## src/rtl/cpu_types_pkg.sv

```systemverilog
// Shared CPU types: RAM handshake states, data word and memory arbiter FSM states.
package cpu_types_pkg;

  typedef logic [31:0] word_t;

  typedef enum logic [1:0] {
    FREE   = 2'd0,
    BUSY   = 2'd1,
    ACCESS = 2'd2,
    ERROR  = 2'd3
  } ramstate_t;

  typedef enum logic [1:0] {
    IDLE   = 2'd0,
    DGRANT = 2'd1,
    IGRANT = 2'd2
  } arb_state_t;

  localparam word_t WORD_MAX = 32'hFFFF_FFFF;

endpackage

```

## src/rtl/sat_counter.sv

```systemverilog
// Saturating up-counter with synchronous preload; used for the arbiter stall counters.
module sat_counter #(
  parameter int WIDTH = 32
) (
  input  logic             clk_i,
  input  logic             rst_i,
  input  logic             inc_i,
  input  logic             load_i,
  input  logic [WIDTH-1:0] load_val_i,
  output logic [WIDTH-1:0] count_o
);

  logic [WIDTH-1:0] count_q;
  logic [WIDTH-1:0] count_d;

  always_comb begin
    count_d = count_q;
    if (load_i) begin
      count_d = load_val_i;
    end else if (inc_i && (count_q != {WIDTH{1'b1}})) begin
      count_d = count_q + {{(WIDTH-1){1'b0}}, 1'b1};
    end
  end

  always_ff @(posedge clk_i or posedge rst_i) begin
    if (rst_i) begin
      count_q <= '0;
    end else begin
      count_q <= count_d;
    end
  end

  assign count_o = count_q;

endmodule

```

## src/rtl/mem_arbiter.sv

```systemverilog
// Arbitrates one RAM port between instruction fetch and data access, data first.
// Stall counters are built only when MEM_ARB_PERF_CNT_EN is defined; otherwise icount/dcount read 0.
module mem_arbiter
  import cpu_types_pkg::*;
(
  input  logic      CLK,
  input  logic      RST,
  input  logic      iREN,
  input  word_t     iaddr,
  output logic      ihit,
  output word_t     iload,
  input  logic      dREN,
  input  logic      dWEN,
  input  word_t     daddr,
  input  word_t     dstore,
  output logic      dhit,
  output word_t     dload,
  output logic      ramREN,
  output logic      ramWEN,
  output word_t     ramaddr,
  output word_t     ramstore,
  input  word_t     ramload,
  input  ramstate_t ramstate,
  output word_t     icount,
  output word_t     dcount
);

  arb_state_t state_q;
  logic       dreq;

  assign dreq = dREN | dWEN;

  // A hit also requires the request to still be present, so a flush that
  // coincides with ACCESS never produces a completion.
  assign dhit  = (state_q == DGRANT) && (ramstate == ACCESS) && dreq;
  assign ihit  = (state_q == IGRANT) && (ramstate == ACCESS) && iREN;
  assign dload = dhit ? ramload : '0;
  assign iload = ihit ? ramload : '0;

  always_ff @(posedge CLK or posedge RST) begin
    if (RST) begin
      state_q <= IDLE;
    end else begin
      case (state_q)
        IDLE: begin
          if (dreq) begin
            state_q <= DGRANT;
          end else if (iREN) begin
            state_q <= IGRANT;
          end
        end
        DGRANT: begin
          if (dhit || !dreq) begin
            state_q <= IDLE;
          end
        end
        IGRANT: begin
          if (ihit || !iREN) begin
            state_q <= IDLE;
          end
        end
        default: state_q <= IDLE;
      endcase
    end
  end

  // BUSY, FREE and ERROR all leave the grant in place so the request is retried.
  always_comb begin
    ramREN   = 1'b0;
    ramWEN   = 1'b0;
    ramaddr  = '0;
    ramstore = '0;
    case (state_q)
      DGRANT: begin
        ramaddr  = daddr;
        ramstore = dstore;
        ramWEN   = dWEN;
        ramREN   = dREN & ~dWEN;
      end
      IGRANT: begin
        ramaddr = iaddr;
        ramREN  = 1'b1;
      end
      default: begin
        ramREN = 1'b0;
      end
    endcase
  end

`ifdef MEM_ARB_PERF_CNT_EN
  sat_counter #(.WIDTH(32)) u_icount (
    .clk_i      (CLK),
    .rst_i      (RST),
    .inc_i      (iREN & ~ihit),
    .load_i     (1'b0),
    .load_val_i ('0),
    .count_o    (icount)
  );

  sat_counter #(.WIDTH(32)) u_dcount (
    .clk_i      (CLK),
    .rst_i      (RST),
    .inc_i      (dreq & ~dhit),
    .load_i     (1'b0),
    .load_val_i ('0),
    .count_o    (dcount)
  );
`else
  assign icount = '0;
  assign dcount = '0;
`endif

endmodule

```

## config.mk

```make
export PLATFORM = sky130hd
export DESIGN_NAME = mem_arbiter
export DESIGN_NICKNAME = d
export VERILOG_FILES = /design/src/rtl/cpu_types_pkg.sv /design/src/rtl/sat_counter.sv /design/src/rtl/mem_arbiter.sv
export SDC_FILE = /design/constraint.sdc
export NUM_CORES = 1
export LEC_CHECK = 0
export ABC_AREA = 1
export BUFFER_PORTS_ARGS = -buffer_cell sky130_fd_sc_hd__buf_2
export CAP_MARGIN = 10
export CORE_AREA = 2 2 129 131
export DETAILED_ROUTE_END_ITERATION = 10
export DIE_AREA = 0 0 131 133
export PLACE_DENSITY = 0.45
export SLEW_MARGIN = 0
export SYNTH_ARGS = -nofsm -noshare
export SYNTH_HDL_FRONTEND = slang
export SYNTH_HIERARCHICAL = 1
export SYNTH_SLANG_ARGS = --single-unit
```

## constraint.sdc

```tcl
create_clock -name CLK -period 1.3 [get_ports CLK]
set_clock_uncertainty 0.1 [all_clocks]
set_input_delay 0.195 -clock CLK [delete_from_list [all_inputs] [get_ports CLK]]
set_output_delay 0.195 -clock CLK [all_outputs]
set_load 0.03 [all_outputs]
```

# After elaboration in Yosys (flattened, before gate mapping)
# Index checks and enable logic that the tools add are counted.
[op_classes] n_eq_ne=6 n_mux=11 bitwise_logic=3 n_reduce_logical=10
[op_table] operator="32-bit two-way mux" count=3
[op_table] operator="32-bit case mux with 2 select lines" count=1
[op_table] operator="2-bit two-way mux" count=4
[op_table] operator="2-bit case mux with 3 select lines" count=1
[op_table] operator="2-bit == test (second input constant)" count=2
[op_table] operator="1-bit logical AND" count=4
[op_table] operator="2-bit by 1-bit != test with 1-bit output (second input constant)" count=2
[op_table] operator="3-bit != test (second input constant)" count=1
[op_table] operator="3-bit AND reduction" count=1
[op_table] operator="2-bit by 1-bit == test with 1-bit output (second input constant)" count=1
[op_table] operator="1-bit logical NOT" count=2
[op_table] operator="2-bit logical NOT" count=1
[op_table] operator="1-bit logical OR" count=2
[op_table] operator="1-bit case mux with 2 select lines" count=1
[op_table] operator="1-bit AND" count=1
[op_table] operator="1-bit two-way mux" count=1
[op_table] operator="1-bit inverter" count=1
[op_table] operator="1-bit OR" count=1
[word_totals] reg_bits=2 inputBits=135 output_inout_bits=196 word_cells=31

# Depth between registers and ports, before layout
[depth] word_depth=6 ltp_mapped=8 mapped_depth_nobuf=6

# Least setup slack after synthesis
# No wires, ideal clock.
[synth_path] path_type="reg-to-output" startpoint="register state_q[0]" endpoint="output ramaddr[0]" arrival_time_ns=1.450 setup_slack_ns=-0.445 stages_incl_launch_ff=7 n_path_buf=2 path_cell_list="dfrtp_1 inv_1 ha_1 buf_2 buf_4 nand2_1 a21oi_1"
[synth_via] elab_chain_cells=2 elab_cells_between_ends=3
[synth_lines] item="from (decl)" line="mem_arbiter.sv:28" source="arb_state_t state_q;"
[synth_lines] item="from (signal assigned)" line="mem_arbiter.sv:42" source="state_q <= IDLE;"
[synth_lines] item="from (signal assigned)" line="mem_arbiter.sv:47" source="state_q <= DGRANT;"
[synth_lines] item="from (signal assigned)" line="mem_arbiter.sv:49" source="state_q <= IGRANT;"
[synth_lines] item="2-bit == test / 2-bit by 1-bit == test with 1-bit output (equally long branches)" line="mem_arbiter.sv:73" source="case (state_q)"
[synth_lines] item="32-bit case mux with 2 select lines *" line="mem_arbiter.sv:73"
[synth_lines] item="to (decl)" line="mem_arbiter.sv:20" source="output word_t ramaddr,"
# Mark *: on every way between the ends. The rest lies on a longest branch, timed or not.

# Worst setup path in the final report
[layout_path] startpoint="register state_q[0]" endpoint="output iload[31]"
[layout_via] elab_chain_cells=4
[layout_lines] item="2-bit == test" line="mem_arbiter.sv:36" source="assign ihit = (state_q == IGRANT) && (ramstate == ACCESS) && iREN;"
[layout_lines] item="1-bit logical AND (2 in a row)" line="mem_arbiter.sv:36"
[layout_lines] item="32-bit two-way mux" line="mem_arbiter.sv:38" source="assign iload = ihit ? ramload : '0;"
[layout_lines] item="to (decl)" line="mem_arbiter.sv:11" source="output word_t iload,"
# Every way passes these cells.

==> flow_summary.json <==
{
  "area_growth_pct": 160.7,
  "rsz0062_at_grt": "true",
  "regToRegStartpoint": "state_q[0]",
  "tritoncts": "yes",
  "reg.largest.list": "state_q (2)",
  "dp_hpwl_mm": 7.395,
  "synth_edf_count": 0,
  "largest_reg_flops": 2,
  "antenna_left": 0,
  "outcome": "finished, violations left",
  "holdCritPathClass": "input pin to async pin",
  "slew_viol_final": 0,
  "h-tree-depth": 1,
  "critical_path_required_ns": 1.00,
  "syn_inst": 379,
  "fin_area_sq_um": 5229,
  "grt_util_met1": 0.09262,
  "setup-tns-final_ns": -62.31,
  "ys_seq_area_frac": 0.02495,
  "core_region_area_sq_um": 16170,
  "start_kind": "flip-flop",
  "peakVddDrop_v": 0.001068,
  "p_int_uw": 3123,
  "yosys.area.top_type_share": 0.2658,
  "pwr-share-comb": 0.922,
  "drt_iter0_markers": 61,
  "top_usage_layer": "met2",
  "p_per_area_nw_per_um2": 1368,
  "path_clk_slew_ns": 0.03,
  "grt_use_met3": 0.01698,
  "fin_crit_ns": 1.820,
  "wl_per_cell_um": 10.61,
  "vias": 3032,
  "die_area_sq_um": 17420,
  "synth_cell_types": 20,
  "final_cells": 878,
  "async_reset_ff_frac": 1.000,
  "crit_fanout": 8,
  "ys_ff_latch": 2,
  "drive_gt1_frac": 0.7082,
  "layout_setup_ws_ns": -0.5201,
  "clock_path_buffers": 2,
  "yosys.area.top_type": "buf_4",
  "die_h_um": 133,
  "first_global_vias": 2750,
  "finalHoldViolCount": 0,
  "clkSinkCount": 2,
  "dpl-instance-area_sq_um": 4124,
  "rr_worst_depth": 7,
  "slowest_delay_ns": 0.39,
  "post-route-util": 0.3233,
  "path_class": "flip-flop to output pin",
  "yosys_warnings": 6,
  "syn_area_per_cell_sq_um": 5.292,
  "initial_utilization": 0.1240,
  "synth_flop_cell": "dfrtp_1",
  "clock.fmax_mhz": 549.4,
  "dp.cells": 869,
  "r2r-end": "state_q[1]",
  "cp.depth": 6,
  "p_switching_uw": 4028,
  "crit_family": "buffers and inverters",
  "p_sw_frac": 0.5633,
  "grt_util_met2": 0.1917,
  "nets": 798,
  "grt_max_degree": 24,
  "top_level_ports": 331,
  "total_power_uw": 7151,
  "grt-ovfl-total": 0,
  "drc": 0,
  "vias_per_cell": 3.453,
  "insertion_delay_ns": 0.22,
  "n_antenna_cell": 0,
  "power_leakage_uw": 0.002693,
  "cap_violations": 0,
  "crit_slowest_cell": "dfrtp_1",
  "grt_usage": 0.09254,
  "clock_power_share": 0.064,
  "row_count": 47,
  "cts-root-buf": "clkbuf_16",
  "worstPathArrival_ns": 1.53,
  "synth.most_common_cell": "nand2_1",
  "critical_path_buf_inv_count": 3,
  "place_congestion": 0.7036,
  "firstDrtPassIters": 4,
  "crit_chain": "inv_2 > ha_4 > nand3_4 > buf_12 > nor2_2 > buf_6",
  "syn_area_sq_um": 2006,
  "antenna_found_initial": 0,
  "violations": "setup timing",
  "port_buffers": 266,
  "grt_pass1_wl_mm": 12.99,
  "ys_top_cells_by_area": "buf_4 (27%), nand2_1 (19%), inv_1 (14%), nor2_2 (12%), a21oi_1 (8.0%)",
  "seq_power_share": 0.014,
  "rrSetupSlack_ns": -0.07,
  "totalWireLength_mm": 9.316,
  "finalSetupViolCount": 134,
  "numCtsBuffers": 3,
  "die_w_um": 131,
  "netlist_top_cells_count": "nand2_1 (101), inv_1 (75), buf_4 (71), nor2_2 (38), a21oi_1 (32)",
  "finalCritPeriodShare": 1.400,
  "top_register": "state_q",
  "end_kind": "output pin"
}
==> how the worst max path moves through the flow <==
stage                    start  slack [ns]     endpoint
CTS                 state_q[0]       -0.53    iload[31]
detailed placement  state_q[1]       -0.40  ramstore[8]
floorplan           state_q[0]       -0.23    iload[10]
global route        state_q[0]       -0.61    iload[31]
global placement    state_q[1]       -0.40  ramstore[8]
finish              state_q[0]       -0.52    iload[31]
==> power by group through the flow <==
stage	clock network [uW]	logic (uW)	registers, uW
3_5_place_dp	0	5410	98.6
5_1_grt	476	7010	107
2_1_floorplan	0	4250	97.1
4_1_cts	468	6440	101
6_report	457	6590	102
3_3_place_gp	0	5430	99.8
==> timing repair <==
action | in CTS | in global routing
gates resized for setup | 239 | 52
hold buffers | 1 | 0
pin swaps | 4 | 0
buffers inserted | 2 | 0
endpoints found under the hold margin | 2 | 0
gates cloned | 2 | 1
endpoints found under the setup margin | 134 | 134
==> per-layer routing <==
layer,part of all wire,up-vias,wire length (um)
li1,-,1523,-
met1,0.35,1326,3256
met2,0.55,177,5162
met3,0.089,6,828
met4,0.0074,0,69
met5,0,-,0
==> worst min-delay path: cells and delay by family <==
kind / cells / cell delay, ns
buf+inv: 3 / 0.73
==> cells in the final DEF, fill, tap and decap left out, types with 2 or more instances in the layout <==
master     Yosys  layout
nand3_2        1       3
buf_4         71      26
buf_6          7     122
ha_4           0       3
nor2_1        29       4
nand4_1        2       2
a21oi_4        0      32
nand3_4        2       2
dfrtp_1        2       2
inv_1         75      38
conb_1         1      64
nand2_2        1      21
nor2_4         0      33
nand2_1      101      80
inv_2          2      37
clkbuf_16      0       4
buf_16         0       2
buf_12         0      11
buf_2          4     134
nand2_4        1       2
nor2_2        38      30
==> logic make-up after synthesis <==
| group | share of synthesized area |
|---|---|
| AO/OA/AOI/OAI | 0.08297 |
| adder cells (fa/ha/maj) | 0.01872 |
| buffers and inverters | 0.4648 |
| AND/OR/NAND/NOR | 0.4067 |
| other | 0.001870 |
| flip-flops | 0.02495 |
==> per-stage QoR <==
stage	hold slack, ns	worst slack [ns]
2_1_floorplan	-0.1638	-0.2348
3_3_place_gp	-0.04569	-0.3999
3_5_place_dp	-0.04072	-0.4024
4_1_cts	0.2857	-0.5335
5_1_grt	0.2994	-0.6076
6_report	0.2856	-0.5201
==> final cells by class <==
class	count	area, sq um
Clock buffer	3	75.07
Fill cell	1676	10940
Inverter	77	295.3
Multi-Input combinational cell	278	1968
Sequential cell	2	50.05
Tap cell	220	275.3
Timing Repair Buffer	298	2565
No activity file was read; power rests on OpenSTA's default activity.
